`src/rtl/fft_pkg.sv`:
```
// Shared types and constants for the FFT peak detector.
// FFT_PEAK_NEIGHBOR_EN adds neighbour magnitudes to each peak slot.
package fft_pkg;

  localparam int FFT_SIZE = 2048;
  localparam int MAG_W    = 28;
  localparam int BIN_W    = 11;

  localparam logic [BIN_W-1:0] LAST_BIN = BIN_W'(FFT_SIZE - 1);

  localparam logic [1:0] ST_COLLECT = 2'd0;
  localparam logic [1:0] ST_FINISH  = 2'd1;
  localparam logic [1:0] ST_REPORT  = 2'd2;

  typedef struct packed {
    logic             valid;
    logic [BIN_W-1:0] bin;
    logic [MAG_W-1:0] mag;
`ifdef FFT_PEAK_NEIGHBOR_EN
    logic [MAG_W-1:0] mag_left;
    logic [MAG_W-1:0] mag_right;
`endif
  } peak_slot_t;

endpackage

```
`src/rtl/peak_sorted_insert.sv`:
```
// K-slot register array kept sorted by descending magnitude, with
// single-cycle clear, insert and read-by-rank.
module peak_sorted_insert
  import fft_pkg::*;
#(
  parameter int NUM_PEAKS = 4
) (
  input  logic             clk,
  input  logic             rst_n,
  input  logic             clear,
  input  logic             insert,
  input  logic [BIN_W-1:0] cand_bin,
  input  logic [MAG_W-1:0] cand_mag,
`ifdef FFT_PEAK_NEIGHBOR_EN
  input  logic [MAG_W-1:0] cand_mag_left,
  input  logic [MAG_W-1:0] cand_mag_right,
`endif
  input  logic [2:0]       rd_rank,
  output peak_slot_t       rd_slot,
  output logic [3:0]       slot_count
);

  peak_slot_t           slots [NUM_PEAKS];
  peak_slot_t           cand_v;
  logic [NUM_PEAKS-1:0] beats;

  always_comb begin
    cand_v       = '0;
    cand_v.valid = 1'b1;
    cand_v.bin   = cand_bin;
    cand_v.mag   = cand_mag;
`ifdef FFT_PEAK_NEIGHBOR_EN
    cand_v.mag_left  = cand_mag_left;
    cand_v.mag_right = cand_mag_right;
`endif
  end

  // Because the array is sorted, beats[] is a thermometer code: the first set
  // bit is the insertion point, everything below it shifts down one slot.
  for (genvar g = 0; g < NUM_PEAKS; g++) begin : g_slot
    peak_slot_t shifted;
    logic       beats_above;

    if (g == 0) begin : g_top
      assign shifted     = cand_v;
      assign beats_above = 1'b0;
    end else begin : g_rest
      assign shifted     = slots[g-1];
      assign beats_above = beats[g-1];
    end

    assign beats[g] = !slots[g].valid || (cand_mag > slots[g].mag);

    always_ff @(posedge clk) begin
      if (!rst_n || clear) begin
        slots[g] <= '0;
      end else if (insert && beats[g]) begin
        slots[g] <= beats_above ? shifted : cand_v;
      end
    end
  end

  always_comb begin
    rd_slot = '0;
    for (int i = 0; i < NUM_PEAKS; i++) begin
      if (rd_rank == 3'(i)) rd_slot = slots[i];
    end
  end

  always_comb begin
    slot_count = '0;
    for (int i = 0; i < NUM_PEAKS; i++) begin
      slot_count = slot_count + {3'b000, slots[i].valid};
    end
  end

endmodule

```
`src/rtl/fft_peak_detect.sv`:
```
// Finds the K largest local-maximum peaks in one FFT magnitude frame and
// streams them out by rank. FFT_PEAK_NEIGHBOR_EN adds neighbour magnitudes.
//
// state      | meaning
// COLLECT    | ingest bins, test and insert candidates
// FINISH     | one cycle: frame_done pulse, peak_count latched
// REPORT     | stream slots by rank over valid/ready
module fft_peak_detect
  import fft_pkg::*;
#(
  parameter int               NUM_PEAKS = 4,
  parameter int               MIN_BIN   = 2,
  parameter int               MAX_BIN   = 1022,
  parameter logic [MAG_W-1:0] THRESHOLD = 28'd32768
) (
  input  logic             clk,
  input  logic             rst_n,
  input  logic [MAG_W-1:0] mag_in,
  input  logic [BIN_W-1:0] bin_in,
  input  logic             mag_valid,
  output logic             frame_done,
  output logic [3:0]       peak_count,
  output logic             peak_valid,
  input  logic             peak_ready,
  output logic [BIN_W-1:0] peak_bin,
  output logic [MAG_W-1:0] peak_mag,
  output logic [2:0]       peak_rank,
  output logic             peak_last,
`ifdef FFT_PEAK_NEIGHBOR_EN
  output logic [MAG_W-1:0] peak_mag_left,
  output logic [MAG_W-1:0] peak_mag_right,
`endif
  output logic             overrun
);

  localparam logic [BIN_W-1:0] MIN_B = BIN_W'(MIN_BIN);
  localparam logic [BIN_W-1:0] MAX_B = BIN_W'(MAX_BIN);

  logic [1:0]       state;
  logic [MAG_W-1:0] prev;
  logic [MAG_W-1:0] cur;
  logic [BIN_W-1:0] cur_bin;
  logic [1:0]       fill;
  logic [3:0]       peak_count_q;

  logic             accept;
  logic             frame_start;
  logic             frame_end;
  logic             is_cand;
  logic [2:0]       rd_rank;
  peak_slot_t       rd_slot;
  logic [3:0]       slot_count;

  assign accept      = mag_valid && (state == ST_COLLECT);
  assign frame_start = accept && (bin_in == '0);
  assign frame_end   = accept && (bin_in == LAST_BIN);

  // Strict rise on the left, non-strict on the right: a plateau reports its leftmost bin.
  assign is_cand = accept && !frame_start && (fill == 2'd2)
                   && (cur > prev) && (cur >= mag_in) && (cur >= THRESHOLD)
                   && (cur_bin >= MIN_B) && (cur_bin <= MAX_B);

  // Read port looks one rank ahead so the output registers load on the handshake.
  assign rd_rank = (state == ST_FINISH) ? 3'd0 : peak_rank + 3'd1;

  peak_sorted_insert #(
    .NUM_PEAKS (NUM_PEAKS)
  ) u_slots (
    .clk            (clk),
    .rst_n          (rst_n),
    .clear          (frame_start),
    .insert         (is_cand),
    .cand_bin       (cur_bin),
    .cand_mag       (cur),
`ifdef FFT_PEAK_NEIGHBOR_EN
    .cand_mag_left  (prev),
    .cand_mag_right (mag_in),
`endif
    .rd_rank        (rd_rank),
    .rd_slot        (rd_slot),
    .slot_count     (slot_count)
  );

  assign frame_done = (state == ST_FINISH);
  assign peak_count = (state == ST_FINISH) ? slot_count : peak_count_q;

  always_ff @(posedge clk) begin
    if (!rst_n) begin
      state        <= ST_COLLECT;
      prev         <= '0;
      cur          <= '0;
      cur_bin      <= '0;
      fill         <= '0;
      peak_count_q <= '0;
      peak_valid   <= 1'b0;
      peak_bin     <= '0;
      peak_mag     <= '0;
      peak_rank    <= '0;
      peak_last    <= 1'b0;
`ifdef FFT_PEAK_NEIGHBOR_EN
      peak_mag_left  <= '0;
      peak_mag_right <= '0;
`endif
      overrun      <= 1'b0;
    end else begin
      if (accept) begin
        prev    <= frame_start ? '0 : cur;
        cur     <= mag_in;
        cur_bin <= bin_in;
        if (frame_start)        fill <= 2'd1;
        else if (fill != 2'd2)  fill <= fill + 2'd1;
      end

      if (mag_valid && (state != ST_COLLECT)) overrun <= 1'b1;

      case (state)
        ST_COLLECT: begin
          if (frame_end) state <= ST_FINISH;
        end
        ST_FINISH: begin
          peak_count_q <= slot_count;
          if (rd_slot.valid) begin
            state      <= ST_REPORT;
            peak_valid <= 1'b1;
            peak_rank  <= 3'd0;
            peak_bin   <= rd_slot.bin;
            peak_mag   <= rd_slot.mag;
            peak_last  <= (slot_count == 4'd1);
`ifdef FFT_PEAK_NEIGHBOR_EN
            peak_mag_left  <= rd_slot.mag_left;
            peak_mag_right <= rd_slot.mag_right;
`endif
          end else begin
            state <= ST_COLLECT;
          end
        end
        ST_REPORT: begin
          if (peak_ready) begin
            if (peak_last) begin
              peak_valid <= 1'b0;
              peak_last  <= 1'b0;
              state      <= ST_COLLECT;
            end else begin
              peak_rank <= rd_rank;
              peak_bin  <= rd_slot.bin;
              peak_mag  <= rd_slot.mag;
              peak_last <= ({1'b0, rd_rank} == (peak_count_q - 4'd1));
`ifdef FFT_PEAK_NEIGHBOR_EN
              peak_mag_left  <= rd_slot.mag_left;
              peak_mag_right <= rd_slot.mag_right;
`endif
            end
          end
        end
        default: state <= ST_COLLECT;
      endcase
    end
  end

endmodule

```
`config.mk`:
```
export PLATFORM = sky130hd
export DESIGN_NAME = fft_peak_detect
export DESIGN_NICKNAME = d
export VERILOG_FILES = /design/src/rtl/fft_pkg.sv /design/src/rtl/peak_sorted_insert.sv /design/src/rtl/fft_peak_detect.sv
export SDC_FILE = /design/constraint.sdc
export NUM_CORES = 1
export LEC_CHECK = 0
export ABC_AREA = 1
export CORE_MARGIN = 1.5
export CORE_UTILIZATION = 40
export DETAILED_ROUTE_END_ITERATION = 10
export PLACE_DENSITY = 0.55
export SYNTH_ARGS = -nofsm -noshare
export SYNTH_HDL_FRONTEND = slang
export SYNTH_SLANG_ARGS = --single-unit
```
`constraint.sdc`:
```
create_clock -name clk -period 5.6 [get_ports clk]
set_input_delay 1.12 -clock clk [delete_from_list [all_inputs] [get_ports clk]]
set_output_delay 1.12 -clock clk [all_outputs]
set_load 0.01 [all_outputs]
```
## Word-level counts from Yosys, hierarchy flattened

Memories as Yosys holds them, arrays and structs flattened.
Cells that the tools add are included.

| operators by class | value |
|---|---|
| bitwise logic cells | 4 |
| $add $sub $neg | 6 |
| div/mod/pow operators | 0 |
| equal/unequal tests | 15 |
| reduce and logical (&&, ||, !) cells | 37 |
| shifts and indexed selects | 0 |
| multipliers | 0 |
| mux-type cells | 55 |
| magnitude comparators | 9 |

Operator list:

| cell | count |
|---|---|
| 2-to-1 mux 40 bit | 11 |
| greater-than comparator 28 bit | 5 |
| 2-to-1 mux 28 bit | 4 |
| one-hot mux 28 bit (2 select lines) | 1 |
| 2-to-1 mux 11 bit | 3 |
| greater-or-equal comparator 28 x 16 -> 1 bit, second input constant | 1 |
| greater-or-equal comparator 28 bit | 1 |
| one-hot mux 11 bit (2 select lines) | 1 |
| 2-to-1 mux 1 bit | 20 |
| logical AND 1 bit | 15 |
| 2-to-1 mux 2 bit | 6 |
| 2-to-1 mux 3 bit | 4 |
| == test 11 bit, second input constant | 1 |
| greater-or-equal comparator 11 x 2 -> 1 bit, second input constant | 1 |
| <= comparator 11 x 10 -> 1 bit, second input constant | 1 |
| zero test 11 bit | 1 |
| != test 2 bit, second input constant | 5 |
| adder 4 x 1 -> 4 bit | 2 |
| AND reduction 4 bit | 2 |
| == test 3 x 2 -> 1 bit, second input constant | 2 |
| zero test 1 bit | 6 |
| one-hot mux 2 bit (3 select lines) | 1 |
| one-hot mux 3 bit (2 select lines) | 1 |
| AND reduction 3 bit | 2 |
| 18 further kinds | 29 |

| storage, ports and cells | value |
|---|---|
| bits of input ports | 43 |
| memory bits (writable) | 160 |
| memories kept | 1 |
| output and inout bits | 50 |
| latch bits | 0 |
| flip-flop bits (word level) | 120 |
| bits in read-only memories | 0 |

Memory list:

| memory | words | width | rd ports | clocked after memory_dff | write ports | line | RTL |
|---|---|---|---|---|---|---|---|
| u_slots.slots | 4 | 40 | 4 | 0 | 4 | peak_sorted_insert.sv:23 | `peak_slot_t slots [NUM_PEAKS];` |

## Logic depth before layout (Yosys ltp)

Gate-level depths: netlist of the first run.

| depth | value |
|---|---|
| depth after elaboration | 16 |
| depth in mapped cells | 18 |
| depth with buffers taken out | 17 |

## Cells and area by module

A second synthesis of the first run with hierarchy kept.

| second synthesis, totals | value |
|---|---|
| cells, all modules | 2232 |
| area, all modules | 17626.9 um2 |

By module, submodules not included:

| module | instances | area each (um2) | cells each |
|---|---|---|---|
| peak_sorted_insert | 1 | 11502.3 | 1373 |
| fft_peak_detect | 1 | 6124.6 | 859 |

## Worst setup path after synthesis of the first run

Ideal clock, no wire load.

| path | value |
|---|---|
| path type | input to register |
| start point | in mag_in[11] |
| end point | mem u_slots.slots[0][0] (netlist bit), enable pin |
| path slack | 2166 ps |
| stages on the path | 11 |
| data required time | 5202 ps |
| library setup time | 398 ps |
| arrival time | 3036 ps |
| path through | inv_1 ha_1 nand2_1 nor2_1 and2_1 nand2_1 nand3_1 a21oi_1 nor2_4 nand2_1 nand2_1 |

RTL lines:

| element | line | RTL |
|---|---|---|
| from (decl) | fft_peak_detect.sv:18 | `input logic [MAG_W-1:0] mag_in,` |
| to (decl) | peak_sorted_insert.sv:23 |  |

## Worst setup path after layout of the first run

| path | value |
|---|---|
| start point | reg state[1] |
| end point | reg peak_mag[8] |

| on the way | value |
|---|---|
| cells in the longest elaborated chain, start to end | 10 |
| elaborated cells on any way between the ends | 20 |
| classes of those cells | eq/ne (8); mux (9); reduce/logical (3) |

RTL lines:

| element | line | RTL |
|---|---|---|
| from (decl) | fft_peak_detect.sv:39 | `logic [1:0] state;` |
| from (signal assigned) | fft_peak_detect.sv:89 | `state <= ST_COLLECT;` |
| from (signal assigned) | fft_peak_detect.sv:118 | `if (frame_end) state <= ST_FINISH;` |
| from (signal assigned) | fft_peak_detect.sv:123 | `state <= ST_REPORT;` |
| == test 2 x 1 -> 1 bit | fft_peak_detect.sv:64, fft_peak_detect.sv:116 |  |
| 2-to-1 mux 3 bit | fft_peak_detect.sv:64 | `assign rd_rank = (state == ST_FINISH) ? 3'd0 : peak_rank + 3'd1;` |
| zero test 3 bit | peak_sorted_insert.sv:66 | `if (rd_rank == 3'(i)) rd_slot = slots[i];` |
| 2-to-1 mux 40 bit (4 in a row) | peak_sorted_insert.sv:66 |  |
| 2-to-1 mux 28 bit | fft_peak_detect.sv:139 | `if (peak_last) begin` |
| 2-to-1 mux 28 bit | fft_peak_detect.sv:138 | `if (peak_ready) begin` |
| one-hot mux 28 bit (2 select lines) | fft_peak_detect.sv:116 | `case (state)` |
| to (signal assigned) | fft_peak_detect.sv:127 | `peak_mag <= rd_slot.mag;` |
| to (signal assigned) | fft_peak_detect.sv:146 | `peak_mag <= rd_slot.mag;` |
| to (decl) | fft_peak_detect.sv:26 | `output logic [MAG_W-1:0] peak_mag,` |

Parallel ways exist; a longest one is shown, timed or not. The select of a mux whose other input is x is not followed.
A chain may end at the register's enable or synchronous reset.

==> results of run 1 <==
[cell usage after synthesis, drive strengths merged, types with 10 or more instances]
| cell | n |
|---|---|
| nand2 | 626 |
| inv | 412 |
| nor2 | 338 |
| nand3 | 185 |
| ha | 176 |
| a21oi | 168 |
| edfxtp | 160 |
| dfxtp | 120 |
| o21ai | 65 |
| buf | 57 |
| clkbuf | 53 |
| nand4 | 33 |
| nor3 | 22 |
| o22ai | 17 |
| o21a | 14 |
| a21o | 12 |
| o2111ai | 10 |
[power by group]
| part | switching [mW] | leakage [nW] | internal [mW] | total, mW |
|---|---|---|---|---|
| clock | 0.897 | 0.518 | 1.24 | 2.14 |
| sequential | 0.349 | 2.64 | 2.47 | 2.82 |
| combinational | 2.71 | 6.34 | 1.34 | 4.04 |
[registers in the layout (all words and copies together) (netlist names), 2 cells and up]
name / flops
peak_rank: 3
prev: 28
peak_count_q: 4
u_slots.slots: 160
state: 2
cur_bin: 11
cur: 28
peak_mag: 28
fill: 2
peak_bin: 11
[worst register-to-register path, delay by kind of cell (launching register included)]
family / cells / cell delay [ns]
simple gates: 7 / 1.93
compound gates: 1 / 0.65
fa+ha+maj: 1 / 0.64
buf+inv: 2 / 0.59
flops: 1 / 0.31
[per-stage QoR]
step	cells	worst slack, ns	total power, mW	util (%)	hold WS [ns]
after floorplan	2488	2.166	5.405	-	0.4429
after global placement	3088	1.333	6.831	43.84	0.4522
after detailed placement	3088	1.240	6.894	43.84	0.4557
after CTS	3148	1.337	9.057	46.21	0.4651
after global routing	3148	1.015	9.617	46.21	0.4803
final	3148	1.337	9.003	46.21	0.4639
[how the worst min path moves through the flow]
| stage | end | slack (ns) | depth (start not counted) |
|---|---|---|---|
| final | prev[16]$_SDFFE_PN0P_ | 0.46 | 2 |
| after global placement | peak_mag[25]$_SDFFE_PN0P_ | 0.45 | 2 |
| after global routing | prev[14]$_SDFFE_PN0P_ | 0.48 | 2 |
| after floorplan | fill[1]$_SDFFE_PN0P_ | 0.44 | 2 |
| after detailed placement | prev[14]$_SDFFE_PN0P_ | 0.46 | 2 |
| after CTS | prev[14]$_SDFFE_PN0P_ | 0.47 | 2 |
[cells in the final DEF, fill, tap and decap left out, types with 2 or more instances in the layout]
cell type,instances
nand2_4,3
nand3_1,182
and2_1,6
nor2_2,10
inv_1,402
edfxtp_1,160
nand2_1,613
clkbuf_1,11
a21oi_1,167
inv_2,11
a21o_1,12
o22ai_1,17
o2111ai_1,10
xnor2_1,2
o21ai_0,59
nand3_2,3
dfxtp_1,120
ha_1,176
clkbuf_8,5
clkbuf_16,36
clkinv_1,3
nand4_1,32
nor3_1,22
clkdlybuf4s50_1,91
nand2_2,10
o21bai_1,3
nor2_1,324
o21ai_1,5
a211oi_1,2
clkinv_2,3
buf_4,26
o21a_1,14
nor2_4,4
[cells by family (layout without fill, tap and decap cells)]
family / count (synthesis) / after routing / share of synthesized area (%)
AOI/OAI and AO/OA: 292 / 292 / 8.854
and+or+nand+nor: 1213 / 1213 / 27.62
DFF: 280 / 280 / 39.63
xor gates and xnor gates: 2 / 2 / 0.09634
buffers and inverters: 523 / 591 / 11.56
adders and majority gates: 177 / 177 / 12.22
other: 1 / 1 / 0.02062
[per-layer routing]
| metal | up-vias | part of all wire [%] |
|---|---|---|
| met5 | - | 0 |
| met4 | 0 | 3.0 |
| met3 | 89 | 5.1 |
| met2 | 435 | 48 |
| met1 | 7596 | 44 |
| li1 | 8045 | - |
[cell type report]
cell class              count  area, um2  area share, %
inverters                 413       1550          7.537
repair buffers            118       1111          5.401
flip-flops and latches    280       7207          35.04
clock buffers              52       1011          4.915
well taps                 592      740.7          3.601
multi-input cells        1685       8906          43.30
clock inverters             8      43.79         0.2129
==> flow_summary_export.csv, run 1 <==
group,metric,value,unit
status,status,"completed",
worst_setup_path,cpMaxStageDelayCell,"ha_1",
synthesis,syn_area_per_cell,7.310,um2
cells_and_area,area_delta_synth_final,13.11,%
drt,wl,56250,um
clock_tree,insertion_delay,0.55,ns
clock_tree,ctsRootBufferMaster,"clkbuf_16",
synthesis,yosysSeqAreaShare,39.63,%
worst_setup_path,timing.rr.end,"peak_mag[8]$_SDFFE_PN0P_",
drt,drt_iter0_drc,1120,
run,drv_cap,0,
global_routing,grt_max_degree,86,
cells_and_area,final_cell_area,20570,um2
synthesis,ys_types,40,
clock_tree,cts.sinks,280,
synthesis,synthArstFlopShare,0,%
drt,wl_per_cell,17.87,um
sta,hold_viol_final,0,
clock_tree,cts_tree,"built",
sta,setup_viol,0,
placed_design,gp_congestion,0.8471,
floorplan,dieHeight,216.2,um
synthesis,synth_top_area_share,26.42,%
global_routing,grt.total_usage,24.29,%
synthesis,yosysWarnings,0,
sta,finalCriticalPeriod,4.263,ns
worst_setup_path,worstPathMaxFanout,34,
placed_design,place_hpwl,37900,um
clock_tree,max-clock-path-buffers,3,
global_routing,grt_pass1_vias,15630,
floorplan,io_pins,93,
sta,rsz0062_at_grt,"false",
worst_setup_path,worstReg2RegStart,"state[1]$_SDFFE_PN0P_",
worst_hold_path,hold_path.class,"register to register",
drt,vias,16170,
synthesis,synth_nets,2708,
power,p_leak,9.496,nW
floorplan,initial_core_util,40.86,%
global_routing,overflow,0,
floorplan,coreArea,44510,um2
worst_setup_path,rr_worst_depth,11,
power,ir_drop,0.4233,mV
cells_and_area,fin_nets,2752,
placed_design,io_buffers,92,
drt,drt_first_pass_iters,5,
sta,setup_tns,0,ns
worst_setup_path,crit_path_start,"state[1]$_SDFFE_PN0P_",
synthesis,syn_inst,2488,
synthesis,synth-seq-cells,280,
sta,slew_viol_final,0,
worst_hold_path,min-delay-start,"prev[16]$_SDFFE_PN0P_",
global_routing,grt_use_met2,41.62,%
sta,post-route-period-util,76.12,%
global_routing,antenna_found_initial,0,
synthesis,synth_area_leaders,"edfxtp_1 (26%), dfxtp_1 (13%), nand2_1 (13%)",
worst_setup_path,cp_common_cell,"nand2_4",
worst_setup_path,cp-endpoint,"peak_mag[8]$_SDFFE_PN0P_",
worst_setup_path,critPathTopFamily,"simple AND/OR/NAND/NOR gates",
worst_setup_path,cp-start-kind,"register",
worst_setup_path,crit_cells,11,
synthesis,synthesis.area,18190,um2
placed_design,placed_cell_area,19520,um2
clock_tree,cts.clk_slew.worst_paths,0.06,ns
synthesis,yosys.area.top_type,"edfxtp_1",
worst_setup_path,slowest_delay,0.64,ns
power,cellPowerDensity,437.7,nW/um2
global_routing,met3_usage,3.214,%
sta,relSlewSlack,24.01,%
cells_and_area,fillCellCount,4520,
sta,tightest_slew,1.136,ns
cells_and_area,drive_gt1_share,4.617,%
clock_tree,h-tree-depth,2,
global_routing,grtUsageMet1,31.51,%
worst_setup_path,crit_chain,"inv_1, ha_1, nor2_4, nand2_4, nand2_4, inv_2, nand2_2, nand4_2, nand3_2, o21ai_0, nor2_1",
worst_setup_path,worstPathRequired,6.02,ns
worst_setup_path,arrival,4.68,ns
clock_tree,postCtsSetupBuffers,0,
sta,fin_skew,0.02316,ns
global_routing,grt_pass1_wl,88000,um
drt,ant_nets,0,
synthesis,synth_ff_type,"edfxtp_1",
worst_setup_path,worstPathBufferInverterCount,2,
drt,via_per_inst,5.135,
floorplan,die-area,46750,um2
worst_setup_path,worst_setup_path_end_kind,"register",
cells_and_area,diodes,0,
worst_setup_path,path_class,"register to register",
floorplan,rows,77,
floorplan,die_w,216.2,um
global_routing,gr-max-usage-layer,"met2",
drt,drc,0,
worst_setup_path,worst-r2r-setup-slack,1.34,ns
clock_tree,cts.repair.resized,0,
synthesis,synth_edf_count,160,
clock_tree,cts_buffers,34,
sta,clock.fmax,234.6,MHz
clock_tree,postCtsHoldBufs,0,
No activity file was read; power rests on OpenSTA's default activity.
==> inputs of run 2 (changes only) <==
clock period = 4.3 ns   (was 5.6 ns; I/O delays follow)
==> run 2 against run 1 <==
Against the previous run:
- first-iteration DRC count increased by 7.5%
- wire length up 0.47%
- non-clock buffer count grew 18
- sequential power is 30% higher
- global-route usage hardly changed
- cell count rose by 0.79%
- total power up 35%
- flip-flop and latch count stayed put
- register-to-register slack lost 0.55 ns
- critical endpoint is now peak_count[0]
==> flow_summary_export.csv, run 2 (synthesized netlist as in run 1, its figures left out) <==
group,metric,value,unit
status,status,"completed",
clock_tree,max-clock-path-buffers,3,
clock_tree,postCtsHoldBufs,0,
clock_tree,ctsRootBufferMaster,"clkbuf_16",
sta,post-route-period-util,84.85,%
sta,relSlewSlack,36.72,%
worst_setup_path,worstReg2RegStart,"state[1]$_SDFFE_PN0P_",
cells_and_area,layoutNonFillerInstCount,3173,
cells_and_area,largest_reg_flops,160,
sta,finalCriticalPeriod,3.649,ns
cells_and_area,area_delta_synth_final,14.96,%
global_routing,antenna_found_initial,0,
placed_design,placed_cell_area,19660,um2
sta,setup_viol,0,
worst_hold_path,hold_depth,2,
power,cellPowerDensity,581.5,nW/um2
floorplan,rows,77,
sta,fin_skew,0.02705,ns
sta,final.setup.worst_slack,0.6513,ns
cells_and_area,drive_gt1_share,5.734,%
floorplan,io_pins,93,
clock_tree,h-tree-depth,2,
clock_tree,postCtsSetupBuffers,0,
run,drv_cap,0,
placed_design,placedCellCount,3106,
worst_setup_path,worst-r2r-setup-slack,0.79,ns
drt,wl_per_cell,17.81,um
sta,rsz0062_at_grt,"false",
worst_hold_path,min-delay-start,"prev[1]$_SDFFE_PN0P_",
global_routing,grt_max_degree,86,
drt,drt_first_pass_iters,5,
sta,setup_tns,0,ns
global_routing,grt_pass1_vias,15920,
clock_tree,cts.repair.resized,0,
cells_and_area,top_register,"u_slots.slots",
global_routing,overflow,0,
worst_setup_path,timing.rr.end,"peak_mag[8]$_SDFFE_PN0P_",
cells_and_area,mostFrequentLayoutCell,"nand2_1",
drt,wl,56520,um
power,power,12.16,mW
clock_tree,cts.sinks,280,
worst_hold_path,holdPathEnd,"prev[1]$_SDFFE_PN0P_",
clock_tree,insertion_delay,0.56,ns
worst_setup_path,worst_setup_path_end_kind,"output port",
worst_setup_path,rr_worst_depth,11,
worst_setup_path,cp-start-kind,"register",
sta,tightest_slew,0.9492,ns
power,p_leak,9.682,nW
worst_setup_path,path_class,"register to output port",
clock_tree,cts_buffers,37,
cells_and_area,final_cell_mix,"nand2_1 (613), inv_1 (402), nor2_1 (324), nand3_1 (182), ha_1 (176)",
floorplan,initial_core_util,40.86,%
sta,hold_viol_final,0,
global_routing,grt.total_usage,24.28,%
floorplan,die_w,216.2,um
sta,slew_viol_final,0,
worst_setup_path,worstPathRequired,3.44,ns
drt,ant_nets,0,
cells_and_area,fin_nets,2773,
floorplan,die-area,46750,um2
worst_setup_path,arrival,2.79,ns
drt,drt_iter0_drc,1204,
placed_design,gp_congestion,0.8971,
worst_hold_path,hold_path.class,"register to register",
cells_and_area,diodes,0,
drt,drc,0,
placed_design,pre_cts_ws,0.5412,ns
cells_and_area,final_cell_area,20910,um2
floorplan,dieHeight,216.2,um
drt,vias,16270,
global_routing,grt_pass1_wl,88400,um
worst_setup_path,worstPathMaxFanout,2,
power,ir_drop,0.5516,mV
clock_tree,cts.clk_slew.worst_paths,0.05,ns
clock_tree,cts_tree,"built",
placed_design,io_buffers,92,
floorplan,coreArea,44510,um2
placed_design,place_hpwl,39170,um
sta,clock.fmax,274.1,MHz
drt,via_per_inst,5.128,
-- run 2: per-layer routing --
| metal | up-vias | share of wire (%) | GRT usage (%) |
|---|---|---|---|
| met3 | 95 | 4.8 | 2.989 |
| li1 | 8089 | - | - |
| met4 | 0 | 3.3 | 9.005 |
| met5 | - | 0 | 0 |
| met2 | 424 | 48 | 41.19 |
| met1 | 7662 | 44 | 31.62 |
-- run 2: critical path, cell delays in order (launching register included) --
cell             delay (ns)
edfxtp_1               0.48
ha_1                   0.32
inv_1                  0.04
fa_1                   0.47
o21ai_0                0.31
clkdlybuf4s50_1        0.61
-- run 2: cell type report --
type	count	area, um2
fillers	4558	23600
clock inverters	11	115.1
multi-input cells	1685	8906
repair buffers	136	1259
flip-flops and latches	280	7207
inverters	413	1550
well taps	592	740.7
clock buffers	56	1129
-- run 2: power by group --
group / leakage [nW] / internal (mW) / switching [mW] / total [mW]
clock network: 0.619 / 1.93 / 1.22 / 3.16
logic: 6.43 / 1.79 / 3.53 / 5.31
registers: 2.64 / 3.21 / 0.471 / 3.68
-- run 2: worst max path at each step --
stage	from	endpoint	slack (ns)	depth (start not counted)
global placement	mag_in[1]	u_slots.slots[3][32]$_SDFFCE_PN0P_	0.53	14
floorplan	mag_in[11]	u_slots.slots[0][0]$_SDFFCE_PN0P_	1.13	11
detailed placement	mag_in[1]	u_slots.slots[3][29]$_SDFFCE_PN0P_	0.54	14
global route	state[1]$_SDFFE_PN0P_	peak_mag[25]$_SDFFE_PN0P_	0.47	11
CTS	u_slots.slots[0][39]$_DFFE_PP_	peak_count[0]	0.61	5
finish	u_slots.slots[0][39]$_DFFE_PP_	peak_count[0]	0.65	5
-- run 2: through the flow --
step | hold WS (ns) | utilization, %
final | 0.4631 | 46.97
after global routing | 0.4784 | 46.97
after CTS | 0.4648 | 46.97
after detailed placement | 0.4555 | 44.18
after global placement | 0.4523 | 44.18
after floorplan | 0.4429 | -
